## config.mk

```make
export PLATFORM = sky130hd
export DESIGN_NAME = nib_seq_cmp_flat
export DESIGN_NICKNAME = d
export VERILOG_FILES = /design/src/rtl/nib_seq_cmp_pkg.sv /design/src/rtl/nib_seq_cmp_if.sv /design/src/rtl/nib_seq_cmp_eq.sv /design/src/rtl/nib_seq_cmp.sv /design/src/flat_wrapper.sv
export SDC_FILE = /design/constraint.sdc
export NUM_CORES = 1
export LEC_CHECK = 0
export ABC_AREA = 1
export CORE_ASPECT_RATIO = 1.2
export CORE_UTILIZATION = 45
export DETAILED_ROUTE_END_ITERATION = 8
export PLACE_DENSITY_LB_ADDON = 0.15
export SLEW_MARGIN = 20
export SYNTH_ARGS = -nofsm -noshare
export SYNTH_HDL_FRONTEND = slang
export SYNTH_SLANG_ARGS = --single-unit
```

## constraint.sdc

```tcl
create_clock -name clk_i -period 1.4 [get_ports clk_i]
set_input_delay 0.42 -clock clk_i [delete_from_list [all_inputs] [get_ports clk_i]]
set_output_delay 0.42 -clock clk_i [all_outputs]
set_load 0.03 [all_outputs]
```

## src/rtl/nib_seq_cmp_pkg.sv

```systemverilog
// rtl/nib_seq_cmp_pkg.sv - shared state encodings, nibble width and index sizing helper
package nib_seq_cmp_pkg;

  localparam int NIB_W = 4;

  typedef enum logic [1:0] {
    ST_IDLE = 2'd0,
    ST_RUN  = 2'd1,
    ST_DONE = 2'd2
  } state_t;

  // A single-nibble compare still needs a one-bit index register.
  function automatic int idx_width(input int n);
    return (n > 1) ? $clog2(n) : 1;
  endfunction

endpackage

```

## src/rtl/nib_seq_cmp_if.sv

```systemverilog
// rtl/nib_seq_cmp_if.sv - start/busy/done handshake and operand bundle for nib_seq_cmp
interface nib_seq_cmp_if #(parameter int WIDTH = 16) ();

  logic             start_i;
  logic [WIDTH-1:0] A_i;
  logic [WIDTH-1:0] B_i;
  logic             busy_o;
  logic             done_o;
  logic             eq_o;

  modport master (
    output start_i, A_i, B_i,
    input  busy_o, done_o, eq_o
  );

  modport slave (
    input  start_i, A_i, B_i,
    output busy_o, done_o, eq_o
  );

endinterface

```

## src/rtl/nib_seq_cmp_eq.sv

```systemverilog
// rtl/nib_seq_cmp_eq.sv - combinational 4-bit equality shared by every nibble step
module nib_eq_cmp
  import nib_seq_cmp_pkg::*;
(
  input  logic [NIB_W-1:0] a_i4,
  input  logic [NIB_W-1:0] b_i4,
  output logic             eq_o
);

  assign eq_o = (a_i4 == b_i4);

endmodule

```

## src/rtl/nib_seq_cmp.sv

```systemverilog
// rtl/nib_seq_cmp.sv - sequential wide-word equality, one nibble per clock, LSB nibble first
// Optional build macro NIB_CMP_EARLY_EXIT_EN: finish on the first mismatching nibble.
module nib_seq_cmp
  import nib_seq_cmp_pkg::*;
#(
  parameter int WIDTH = 16
) (
  input  logic       clk_i,
  input  logic       rst_i,
  nib_seq_cmp_if.slave bus
);

  localparam int N     = WIDTH / NIB_W;
  localparam int IDX_W = idx_width(N);

  generate
    if ((WIDTH % NIB_W) != 0 || WIDTH < NIB_W) begin : g_bad_width
      $error("nib_seq_cmp: WIDTH must be a multiple of 4 and at least 4");
    end
  endgenerate

  state_t           state, state_n;
  logic [IDX_W-1:0] idx, idx_n;
  logic             acc, acc_n;
  logic             load, last, early_stop, nib_eq;
  logic [WIDTH-1:0] a_r, b_r;
  logic [NIB_W-1:0] a_nib, b_nib;
  logic             busy, done, eq;

  always_comb begin
    a_nib = '0;
    b_nib = '0;
    for (int j = 0; j < N; j++) begin
      if (idx == IDX_W'(j)) begin
        a_nib = a_r[NIB_W*j +: NIB_W];
        b_nib = b_r[NIB_W*j +: NIB_W];
      end
    end
  end

  nib_eq_cmp u_nib_eq (
    .a_i4 (a_nib),
    .b_i4 (b_nib),
    .eq_o (nib_eq)
  );

  assign last = (idx == IDX_W'(N - 1));

`ifdef NIB_CMP_EARLY_EXIT_EN
  assign early_stop = !nib_eq;
`else
  assign early_stop = 1'b0;
`endif

  always_comb begin
    state_n = state;
    idx_n   = idx;
    acc_n   = acc;
    load    = 1'b0;
    case (state)
      ST_IDLE: begin
        if (bus.start_i) begin
          load    = 1'b1;
          idx_n   = '0;
          acc_n   = 1'b1;
          state_n = ST_RUN;
        end
      end
      ST_RUN: begin
        acc_n = acc & nib_eq;
        // idx holds at the last nibble so it never wraps.
        if (last || early_stop) state_n = ST_DONE;
        else                    idx_n   = idx + 1'b1;
      end
      ST_DONE: state_n = ST_IDLE;
      default: state_n = ST_IDLE;
    endcase
  end

  always_ff @(posedge clk_i or posedge rst_i) begin
    if (rst_i) begin
      state <= ST_IDLE;
      idx   <= '0;
      acc   <= 1'b1;
      a_r   <= '0;
      b_r   <= '0;
      busy  <= 1'b0;
      done  <= 1'b0;
      eq    <= 1'b0;
    end else begin
      state <= state_n;
      idx   <= idx_n;
      acc   <= acc_n;
      if (load) begin
        a_r <= bus.A_i;
        b_r <= bus.B_i;
      end
      busy <= (state_n != ST_IDLE);
      done <= (state_n == ST_DONE);
      // Result only moves on DONE entry and holds through IDLE.
      if (state_n == ST_DONE) eq <= acc_n;
    end
  end

  assign bus.busy_o = busy;
  assign bus.done_o = done;
  assign bus.eq_o   = eq;

endmodule
```

## src/flat_wrapper.sv

```systemverilog
// flat-port wrapper written by rule: the top's interface ports become plain ports
module nib_seq_cmp_flat import nib_seq_cmp_pkg::*;
#(
  parameter int WIDTH = 16
)
  (clk_i, rst_i, bus_start_i, bus_A_i, bus_B_i, bus_busy_o, bus_done_o, bus_eq_o);
  nib_seq_cmp_if #(.WIDTH(WIDTH)) bus_i ();
  input  logic clk_i;
  input  logic rst_i;
  input wire logic [$bits(bus_i.start_i)-1:0] bus_start_i;
  input wire logic [$bits(bus_i.A_i)-1:0] bus_A_i;
  input wire logic [$bits(bus_i.B_i)-1:0] bus_B_i;
  output wire logic [$bits(bus_i.busy_o)-1:0] bus_busy_o;
  output wire logic [$bits(bus_i.done_o)-1:0] bus_done_o;
  output wire logic [$bits(bus_i.eq_o)-1:0] bus_eq_o;
  assign bus_i.start_i = bus_start_i;
  assign bus_i.A_i = bus_A_i;
  assign bus_i.B_i = bus_B_i;
  assign bus_busy_o = bus_i.busy_o;
  assign bus_done_o = bus_i.done_o;
  assign bus_eq_o = bus_i.eq_o;
  nib_seq_cmp #(.WIDTH(WIDTH)) u_core (.clk_i(clk_i), .rst_i(rst_i), .bus(bus_i));
endmodule
```

* Yosys cells after proc, flatten, opt, wreduce, memory -nomap -nowiden
Index checks and enable logic that the tools add are counted.
Widths: inputs -> output; s select.
** Operators by class
- Equality and inequality tests :: 8
- Reductions and logical operators :: 5
- Muxes and demuxes :: 18
- $add $sub $neg :: 1
- Bitwise logic cells :: 1
** Operators by type and width (count)
- $mux 4 :: 8
- $mux 2 :: 4
- $pmux 2 s2 :: 2
- $eq 2x2->1 const B :: 3
- $eq 2x1->1 const B :: 2
- $eq 4x4->1 :: 1
- $logic_not 2->1 :: 2
- $ne 2x2->1 const B :: 2
- $reduce_bool 2->1 :: 2
- $mux 1 :: 3
- $reduce_and 3->1 :: 1
- $add 2x1->2 const B :: 1
- $pmux 1 s2 :: 1
- $and 1x1->1 :: 1
** Word-level totals
- Register bits after elaboration :: 40
- Output and inout bits :: 3
- Word-level logic and storage cells :: 41
- Input port bits :: 35

* Depth between registers and ports, before layout
Gate-level depths: netlist of run 1.
- Depth in word-level cells :: 8
- Depth in mapped cells :: 11
- Gate-level depth less buffers :: 11

* Hierarchy
From an unflattened synthesis of run 1, not the netlist that was laid out.
** Second synthesis, totals
- Cells, all modules :: 251
- Area total of the unflattened synthesis :: 2013.2 um^2
** By module, submodules not included
- nib_seq_cmp :: area an instance 1946.9 um^2, times used 1, sequential area each 1002.2 um^2, cells an instance 236
- nib_eq_cmp :: area an instance 66.3 um^2, times used 1, sequential area each 0.0 um^2, cells an instance 15

* Worst setup path before layout of run 1
Ideal clock, no wire load.
- Path kind :: flip-flop to flip-flop
- Start point :: register u_core.idx[0]
- End point :: register u_core.eq, in the netlist u_core.bus.eq_o
- Library setup time :: 0.120 ns
- Buffers on the path :: 0
- Data required time :: 1.280 ns
- Period minus slack after synthesis :: 1.290 ns
- Data arrival time :: 1.170 ns
- Cell stages (with the launch flop) :: 12
- Slack :: 0.110 ns
- Cell sequence :: dfrtp_1 -> inv_1 -> ha_1 -> o21ai_1 -> nor2_1 -> nor2_1 -> nand2_1 -> nand3_1 -> nand2_1 -> nand2_1 -> nand3_1 -> nand2_1
** Between the ends
- Cells in the longest elaborated chain, start to end :: 8
- Elaborated cells on any way between the ends :: 18
- Those cells by class :: eq/ne (5); mux (11); bitwise (1); reduce/logical (1)
** Ends and longest elaborated chain
- from (decl) :: line nib_seq_cmp.sv:23 : logic [IDX_W-1:0] idx, idx_n;
- from (signal assigned) :: line nib_seq_cmp.sv:92 : idx <= idx_n;
- $logic_not 2->1 :: line nib_seq_cmp.sv:34 : if (idx == IDX_W'(j)) begin
- $mux 4 (4 in a row) :: line nib_seq_cmp.sv:34
- $eq 4x4->1 :: line nib_seq_cmp_eq.sv:10 : assign eq_o = (a_i4 == b_i4);
- $and 1x1->1 :: line nib_seq_cmp.sv:70 : acc_n = acc & nib_eq;
- $pmux 1 s2 :: line nib_seq_cmp.sv:60 : case (state)
- to (signal assigned) :: line nib_seq_cmp.sv:101 : if (state_n == ST_DONE) eq <= acc_n;
- to (decl) :: line nib_seq_cmp.sv:28 : logic busy, done, eq;
Several ways; a longest one is shown, not always the timed one.
A chain may end at the register's enable or synchronous reset.

* Final worst setup path of run 1
Same ends and word-level chain as after synthesis.

==> out/results.ini, run 1 <==
[status]
status = finished, final reports clean

[finish]
syn2layout_area_growth_pct = 34.06
final_cells = 332
nets = 316
mostFrequentLayoutCell = nand2_1
drive_above_1_share_pct = 14.03
final_cell_mix = nand2_1, dfrtp_1, clkdlybuf4s50_1, nor2_1, inv_1
fin_util_pct = 62.86
antenna_cells = 0
nFillCells = 370

[clocking]
clock_path_buffers = 2
root_buffer = clkbuf_8
clkLatencyLatePin_ps = 290
tritoncts = built
cts_hold_buf = 0
path_clk_slew_ps = 70
cts_buffers = 5
cts.sinks = 40
h-tree-depth = 2

[sta]
tns_ps = 0
fin_crit_ps = 1330
fmax_mhz = 752.1
hold_viol_final = 0
fin_skew_ps = 3.903
rsz0062_at_grt = yes
whs_ps = 494.5
drv_slew = 0
relSlewSlack_pct = 85.37
worst_slew_pin_slew_ps = 219.4
period_share_pct = 94.97
final-setup-viol-count = 0

[power]
p_int_mw = 3.125
pwr-share-clk_pct = 15.3
p_comb_share_pct = 43.9
leakage_nw = 1.260
power_density_nw_per_um2 = 2036
p_sw_share_pct = 38.07
p_sw_mw = 1.920
vdd_drop_max_v = 0.0008476
seq_power_share_pct = 40.8

[detailed_routing]
post_drt_wl_per_cell_um = 10.25
via_per_inst = 4.503
vias = 1495
finalWirelength_um = 3404
drtAntennaViolNets = 0
drt_iter0_drc = 65
drt_first_pass_iters = 4
drc = 0

[die]
core_area_um2 = 3941
fp-row-count = 25
die_y_um = 72.20
start_util_pct = 46.89
pin_count = 38
dieArea_um2 = 4368
die-width_um = 60.50

[worst_setup_path]
path_max_fanout = 4
rr_startpoint = u_core.idx[0]
cp_num_buf_inv = 2
arrival_ps = 1500
r2r_slack_ps = 70
cp_cell_sequence = buf_4 > ha_1 > nand4_1 > nand2_1 > inv_1 > nand2_1 > nand3_1 > nand2_1
critPathRequiredTime_ps = 1570
path_common_cell = nand2_1
reg2reg_to = u_core.bus.eq_o
worstSetupPathType = register to register
end_kind = register
crit_end = u_core.bus.eq_o
cp_slowest_stage_delay_ps = 400
cp_top_family = flip-flops
critPathSlowestCell = dfrtp_1
cp_num_cells = 8
rr_worst_depth = 8
crit_start = u_core.idx[0]
start_kind = register

[place]
dpl.hpwl_um = 2453
gp_congestion = 0.7579
io_buffers = 37
dp.cells = 324

[synth]
yosysWarnings = 0
ys_types = 21
synth_seq_cells = 40
avgSynthCellArea_um2 = 8.105
syn_area_um2 = 1848
synth_fp_nets = 267
ys_seq_area_share_pct = 54.23
synthCells = 228

[grt]
grt_pass1_vias = 1365
grt_pass1_wl_um = 5685
antenna_found_initial = 0
grt_start_max_net_pins = 41
globalRouteOverflowTotal = 0
track_usage_pct = 17.78

[flow_run]
drv_cap = 0

[min_path]
hp-class = input pin to asynchronous set/reset pin

-- registers in the layout, indices dropped and copies added, names as in the netlist --
name / cells
u_core.bus.eq_o: 1
u_core.b_r: 16
u_core.idx: 2
u_core.a_r: 16
u_core.bus.done_o: 1
u_core.acc: 1
u_core.state: 2
u_core.bus.busy_o: 1
-- worst min-delay path, cell delays in order --
cell             delay, ps
clkdlybuf4s50_1        400
inv_1                   90
buf_12                 230
-- logic make-up after synthesis --
kind of cell | Yosys count | synth area share, %
AND/OR/NAND/NOR | 132 | 28.30
XOR/XNOR | 6 | 2.844
buffers and inverters | 28 | 6.635
flip-flops | 40 | 54.23
AO/OA/AOI/OAI | 18 | 5.281
adder cells (fa/ha/maj) | 4 | 2.708
-- layer usage --
layer / global-route usage, % / wire length, µm / up-vias
met1: 23.00 / 1589 / 673
met5: 0 / 0 / -
li1: - / - / 790
met3: 5.348 / 139 / 5
met2: 27.47 / 1613 / 27
met4: 7.576 / 61 / 0
-- through the flow --
step / worst slack, ps / cell area [µm²] / total power [mW]
2_1_floorplan: 64.01 / 1848 / 3.540
3_3_place_gp: -94.99 / 2359 / 4.161
3_5_place_dp: -106.5 / 2359 / 4.223
4_1_cts: 15.12 / 2451 / 5.028
5_1_grt: -58.36 / 2477 / 5.519
6_report: 70.42 / 2477 / 5.045
-- how the worst min path moves through the flow --
stage	startpoint	end	slack, ps
5_1_grt	rst_i	u_core.a_r[3]	530
4_1_cts	rst_i	u_core.b_r[3]	510
3_3_place_gp	u_core.b_r[5]	u_core.b_r[5]	480
3_5_place_dp	u_core.b_r[12]	u_core.b_r[12]	490
6_report	rst_i	u_core.a_r[3]	490
2_1_floorplan	u_core.b_r[9]	u_core.b_r[9]	470
-- synthesized netlist by cell type --
cell / instances / area, µm²
inv_1: 15 / 56.30
ha_1: 4 / 50.05
nand2_1: 105 / 394.1
nand2_4: 1 / 11.26
nand4_1: 1 / 6.260
a21oi_1: 1 / 5.000
nand3_1: 6 / 30.03
buf_2: 2 / 10.01
nor2_1: 17 / 63.81
a21oi_2: 1 / 8.760
buf_4: 4 / 30.03
dfrtp_1: 39 / 975.9
nor2_4: 1 / 11.26
o21ai_0: 3 / 15.01
nor2_2: 1 / 6.260
inv_2: 7 / 26.28
xor2_1: 1 / 8.760
o21ai_1: 12 / 60.06
dfstp_2: 1 / 26.28
xnor2_1: 5 / 43.79
o21ai_2: 1 / 8.760
-- layout make-up --
cell class,count,area [µm²],area share (%)
sequential,40,1002,40.45
inverter,22,82.58,3.333
timing repair buffer,48,483.0,19.49
clock buffer,8,90.09,3.636
tap,54,67.56,2.727
multi-input combinational,160,752.0,30.35
-- power groups by stage --
stage	Sequential, mW	Combinational (mW)	Clock [mW]
after detailed placement	2.07	2.15	0
final	2.06	2.22	0.771
after global placement	2.05	2.11	0
after floorplan	2.07	1.47	0
after CTS	2.05	2.18	0.798
after global routing	2.12	2.55	0.846
-- timing repair --
| action | CTS | global route |
|---|---|---|
| endpoints found under the setup margin | 1 | 2 |
| resized for setup | 1 | 7 |
| endpoints found under the hold margin | 0 | 0 |
| pin swaps | 0 | 5 |
| buffers inserted | 0 | 0 |
| cloned | 0 | 0 |
(Power assumes the default switching activity.)
==> inputs of run 2 (changes only) <==
--- a/config.mk
+++ b/config.mk
@@ -9,7 +9,7 @@
 export CORE_ASPECT_RATIO = 1.2
 export CORE_UTILIZATION = 45
 export DETAILED_ROUTE_END_ITERATION = 8
-export PLACE_DENSITY_LB_ADDON = 0.15
+export PLACE_DENSITY = 0.74
 export SLEW_MARGIN = 20
 export SYNTH_ARGS = -nofsm -noshare
 export SYNTH_HDL_FRONTEND = slang
==> run 2 against run 1 <==
Against the previous run: setup slack lost 27 ps; power grew 3.5%; die area unchanged; maximum frequency shrank 2.0%; cell area rose by 1.9%; hold slack lost 19 ps; via count down 0.67%; count of clock-buffer cells in the layout shrank 1; non-clock buffer count rose by 2; first-iteration DRC count down 77%; sequential share of layout area fell by 0.76 points; critical path type unchanged; critical endpoint unchanged; largest cell class unchanged; largest power group unchanged.
==> out/results.ini, run 2 (synthesis gave the netlist of run 1 again) <==
[clocking]
clock_path_buffers = 2  ; unchanged
path_clk_slew_ps = 80  ; about the same
cts_buffers = 5  ; unchanged
root_buffer = clkbuf_8
cts_hold_buf = 0  ; unchanged
clkLatencyLatePin_ps = 290  ; about the same
cts.sinks = 40  ; unchanged
h-tree-depth = 2  ; unchanged
tritoncts = built

[grt]
grt_pass1_wl_um = 6037  ; +6.2%
grt_start_max_net_pins = 41  ; unchanged
antenna_found_initial = 0  ; unchanged
busiest_layer = met2
use_met2_pct = 29.79  ; +2.3 points
track_usage_pct = 18.59  ; +0.81 points
globalRouteOverflowTotal = 0  ; unchanged
grt_use_met3_pct = 5.348  ; unchanged
gr-usage-met1_pct = 24.38  ; +1.4 points
grt_pass1_vias = 1456  ; +6.7%

[sta]
final-setup-viol-count = 0  ; unchanged
fin_skew_ps = 11.87  ; +7.971 ps
rsz0062_at_grt = yes
worst_slew_pin_slew_ps = 218.7  ; -0.6510 ps
relSlewSlack_pct = 85.36  ; about the same
whs_ps = 475.4  ; -19.13 ps
fmax_mhz = 737.0  ; -2.0%
drv_slew = 0  ; unchanged
fin_crit_ps = 1357  ; +27.29 ps
period_share_pct = 96.92  ; +1.9 points
hold_viol_final = 0  ; unchanged

[die]
die-width_um = 60.50  ; unchanged
start_util_pct = 46.89  ; unchanged
pin_count = 38  ; unchanged
dieArea_um2 = 4368  ; unchanged
fp-row-count = 25  ; unchanged
core_area_um2 = 3941  ; unchanged
die_y_um = 72.20  ; unchanged

[finish]
drive_above_1_share_pct = 17.14  ; +3.1 points
mostFrequentLayoutCell = nand2_1
nets = 318  ; +0.63%
syn2layout_area_growth_pct = 36.63
antenna_cells = 0  ; unchanged
final_cell_mix = nand2_1, dfrtp_1, clkdlybuf4s50_1, nor2_1, inv_1
nFillCells = 359  ; -3.0%
reg.largest.list = u_core.a_r: 16 flops, u_core.b_r: 16 flops

[detailed_routing]
post_drt_wl_per_cell_um = 10.66  ; +4.0%
drc = 0  ; unchanged
drt_iter0_drc = 15  ; -77%
vias = 1485  ; -0.67%
drtAntennaViolNets = 0  ; unchanged
via_per_inst = 4.446  ; -1.3%
finalWirelength_um = 3561  ; +4.6%
drt_first_pass_iters = 6  ; +2

[status]
status = finished, final reports clean

[worst_setup_path]
r2r_slack_ps = 40  ; -30 ps
rr_startpoint = u_core.idx[0]
start_kind = register
worstSetupPathType = register to register
arrival_ps = 1540  ; +40 ps
end_kind = register
rr_worst_depth = 11  ; +3
reg2reg_to = u_core.bus.eq_o
critPathRequiredTime_ps = 1590  ; +20 ps
path_max_fanout = 4  ; unchanged

[place]
io_buffers = 37  ; unchanged
dpl.hpwl_um = 2507  ; +2.2%
gp_congestion = 0.7582  ; about the same

[flow_run]
drv_cap = 0  ; unchanged

[min_path]
hp-class = input pin to asynchronous set/reset pin

[power]
vdd_drop_max_v = 0.0009383  ; +11%
total_power_mw = 5.219  ; +3.5%
power_density_nw_per_um2 = 2067  ; +1.5%
leakage_nw = 1.275  ; +1.2%

==> run 2: changes by cell type in the layout (fill, tap and decap cells not counted), sizes merged <==
cell      change
clkinvlp      +1
buf           +2
clkbuf        -1
==> run 2: routing by layer <==
layer	vias to the layer above	share of wire (%)
li1	799	-
met1	654	45
met2	28	51
met3	4	3.5
met4	0	0.87
met5	-	0
==> run 2: layout make-up <==
type                    count  area, µm²  share of cell area [%]
clock buffers               7      86.33                   3.419
repair buffers             50      505.5                   20.02
flip-flops and latches     40       1002                   39.69
clock inverters             1      7.507                  0.2973
multi-input cells         160      773.2                   30.62
well taps                  54      67.56                   2.676
inverters                  22      82.58                   3.271
==> run 2: worst max-delay path, cell delays in order, from the launching register on <==
cell and delay [ps]:
dfrtp_1 410, inv_2 80, ha_4 160, o21ai_1 70, nor2_1 90, nor2_1 50
nand2_1 80, nand3_2 80, nand2_2 80, nand2_2 60, nand3_2 50, nand2_1 50
==> run 2: worst max-delay path by stage <==
stage	from	endpoint	slack, ps
4_1_cts	u_core.idx[0]	u_core.bus.eq_o	20
2_1_floorplan	rst_i	u_core.a_r[0]	60
5_1_grt	u_core.idx[1]	u_core.bus.eq_o	-70
3_3_place_gp	bus_start_i	u_core.a_r[3]	-80
6_report	u_core.idx[0]	u_core.bus.eq_o	40
3_5_place_dp	bus_start_i	u_core.a_r[9]	-100
==> run 2: per-stage QoR <==
stage	cell area, µm²	setup TNS, ps	setup slack (ps)	util (%)	cells
global route	2525	-97.62	-71.70	64.06	334
detailed placement	2374	-2950	-104.9	60.22	326
floorplan	1848	0	64.01	-	228
finish	2525	0	43.13	64.06	334
CTS	2480	0	20.30	62.92	334
global placement	2374	-2273	-82.37	60.22	326
==> run 2: timing repair <==
action / CTS / global route
setup endpoints to repair: 1 / 2
pin swaps: 0 / 10
resized for setup: 3 / 13
setup buffers: 0 / 0
==> run 2: where the power goes <==
group,internal [mW],leakage (nW),switching (mW)
Combinational,1.09,0.736,1.28
Clock,0.400,0.0445,0.395
Sequential,1.70,0.494,0.348
==> inputs of run 3 (changes only) <==
--- a/config.mk
+++ b/config.mk
@@ -9,8 +9,9 @@
 export CORE_ASPECT_RATIO = 1.2
 export CORE_UTILIZATION = 45
 export DETAILED_ROUTE_END_ITERATION = 8
+export MAX_ROUTING_LAYER = met4
 export PLACE_DENSITY = 0.74
-export SLEW_MARGIN = 20
+export SLEW_MARGIN = 40
 export SYNTH_ARGS = -nofsm -noshare
 export SYNTH_HDL_FRONTEND = slang
 export SYNTH_SLANG_ARGS = --single-unit
==> run 3 against run 2 <==
Against the previous run: maximum frequency about the same; hold slack is essentially flat; non-clock buffer count unchanged; via count is 0.34% higher.
==> out/results.ini, run 3 (synthesis gave the netlist of run 1 again) <==
[status]
status = finished, final reports clean

[detailed_routing]
drc = 0  ; unchanged
drt_iter0_drc = 14  ; -1
via_per_inst = 4.461  ; +0.34%
vias = 1490  ; +0.34%
post_drt_wl_per_cell_um = 10.64  ; -0.22%
finalWirelength_um = 3553  ; -0.22%
drt_first_pass_iters = 4  ; -2
drtAntennaViolNets = 0  ; unchanged

[worst_setup_path]
critPathRequiredTime_ps = 1590  ; about the same
start_kind = register
arrival_ps = 1540  ; about the same
worstSetupPathType = register to register
rr_worst_depth = 11  ; unchanged
end_kind = register
path_max_fanout = 4  ; unchanged
cp_cell_sequence = inv_2 > ha_4 > o21ai_1 > nor2_1 > nor2_1 > nand2_1 > nand3_2 > nand2_2 > nand2_2 > nand3_2 > nand2_1
r2r_slack_ps = 40  ; about the same
cp_slowest_stage_delay_ps = 410  ; about the same
reg2reg_to = u_core.bus.eq_o
rr_startpoint = u_core.idx[0]
critPathSlowestCell = dfrtp_1

[flow_run]
drv_cap = 0  ; unchanged

[die]
start_util_pct = 46.89  ; unchanged
die_y_um = 72.20  ; unchanged
fp-row-count = 25  ; unchanged
core_area_um2 = 3941  ; unchanged
pin_count = 38  ; unchanged
dieArea_um2 = 4368  ; unchanged
die-width_um = 60.50  ; unchanged

[sta]
tns_ps = 0  ; unchanged
final-setup-viol-count = 0  ; unchanged
rsz0062_at_grt = yes
worst_slew_pin_slew_ps = 215.3  ; -3.457 ps
period_share_pct = 96.91  ; about the same
hold_viol_final = 0  ; unchanged
drv_slew = 0  ; unchanged
fin_crit_ps = 1357  ; -0.1126 ps
fin_skew_ps = 11.38  ; -0.4995 ps
fmax_mhz = 737.1  ; about the same
relSlewSlack_pct = 85.65  ; +0.28 points

[place]
dpl.hpwl_um = 2507  ; unchanged
io_buffers = 37  ; unchanged
gp_congestion = 0.7681  ; +1.3%
dp.cells = 326  ; unchanged

[finish]
nets = 318  ; unchanged
final_cells = 334  ; unchanged
mostFrequentLayoutCell = nand2_1
antenna_cells = 0  ; unchanged
syn2layout_area_growth_pct = 36.63  ; unchanged
reg.largest.list = u_core.a_r: 16 flops, u_core.b_r: 16 flops
final_cell_mix = nand2_1, dfrtp_1, clkdlybuf4s50_1, nor2_1, inv_1
drive_above_1_share_pct = 17.14  ; unchanged
nFillCells = 359  ; unchanged
fin_util_pct = 64.06  ; unchanged

[clocking]
cts_buffers = 5  ; unchanged
root_buffer = clkbuf_8
cts.sinks = 40  ; unchanged
h-tree-depth = 2  ; unchanged
clock_path_buffers = 2  ; unchanged
cts_setup_buffers = 0  ; unchanged
cts_hold_buf = 0  ; unchanged
path_clk_slew_ps = 80  ; about the same
clkLatencyLatePin_ps = 290  ; about the same
tritoncts = built

[power]
leakage_nw = 1.275  ; unchanged
vdd_drop_max_v = 0.0009384  ; about the same
total_power_mw = 5.211  ; -0.16%
power_density_nw_per_um2 = 2064  ; -0.16%

[grt]
grt_start_max_net_pins = 41  ; unchanged
globalRouteOverflowTotal = 0  ; unchanged
grt_pass1_vias = 1455  ; -0.069%
track_usage_pct = 19.13  ; +0.54 points
antenna_found_initial = 0  ; unchanged
grt_pass1_wl_um = 6044  ; +0.12%

[min_path]
hp-class = input pin to asynchronous set/reset pin

run 3: metal layers:
| metal | track usage, % | wire, µm |
|---|---|---|
| met5 | - | 0 |
| met1 | 24.38 | 1590 |
| met3 | 5.348 | 134 |
| met2 | 29.79 | 1811 |
| met4 | 5.303 | 18 |
run 3: worst max-delay path: cells and delay by family, from the launching register on:
family / cells / cell delay (ps)
simple gates: 8 / 530
flops: 1 / 410
fa+ha+maj: 1 / 160
buf+inv: 1 / 80
compound gates: 1 / 70
run 3: worst max path at each step:
stage | start | to | depth (start not counted)
after floorplan | rst_i | u_core.a_r[0] | 1
after global placement | bus_start_i | u_core.a_r[3] | 6
after detailed placement | bus_start_i | u_core.a_r[9] | 6
after CTS | u_core.idx[0] | u_core.bus.eq_o | 11
after global routing | u_core.idx[1] | u_core.bus.eq_o | 11
final | u_core.idx[0] | u_core.bus.eq_o | 11
run 3: report_power, final:
part           switching (mW)  internal, mW
clock                   0.394         0.400
sequential              0.347          1.70
combinational            1.28          1.09
run 3: what timing repair did:
| item | in CTS | in global routing |
|---|---|---|
| cloned | 0 | 0 |
| endpoints found under the setup margin | 1 | 2 |
| gates resized for setup | 3 | 13 |
| pin swaps | 0 | 10 |
run 3: cell type report:
class / count / area, µm² / share of cell area (%)
Inverter: 22 / 82.58 / 3.271
Sequential cell: 40 / 1002 / 39.69
Tap cell: 54 / 67.56 / 2.676
Timing Repair Buffer: 50 / 505.5 / 20.02
Multi-Input combinational cell: 160 / 773.2 / 30.62
Clock inverter: 1 / 7.507 / 0.2973
Clock buffer: 7 / 86.33 / 3.419
run 3: through the flow:
| step | cell area (µm²) | hold slack, ps | setup slack (ps) |
|---|---|---|---|
| 5_1_grt | 2525 | 495.6 | -71.70 |
| 3_5_place_dp | 2374 | 487.2 | -104.9 |
| 2_1_floorplan | 1848 | 465.6 | 64.01 |
| 4_1_cts | 2480 | 485.8 | 20.30 |
| 3_3_place_gp | 2374 | 484.4 | -82.37 |
| 6_report | 2525 | 475.5 | 43.24 |
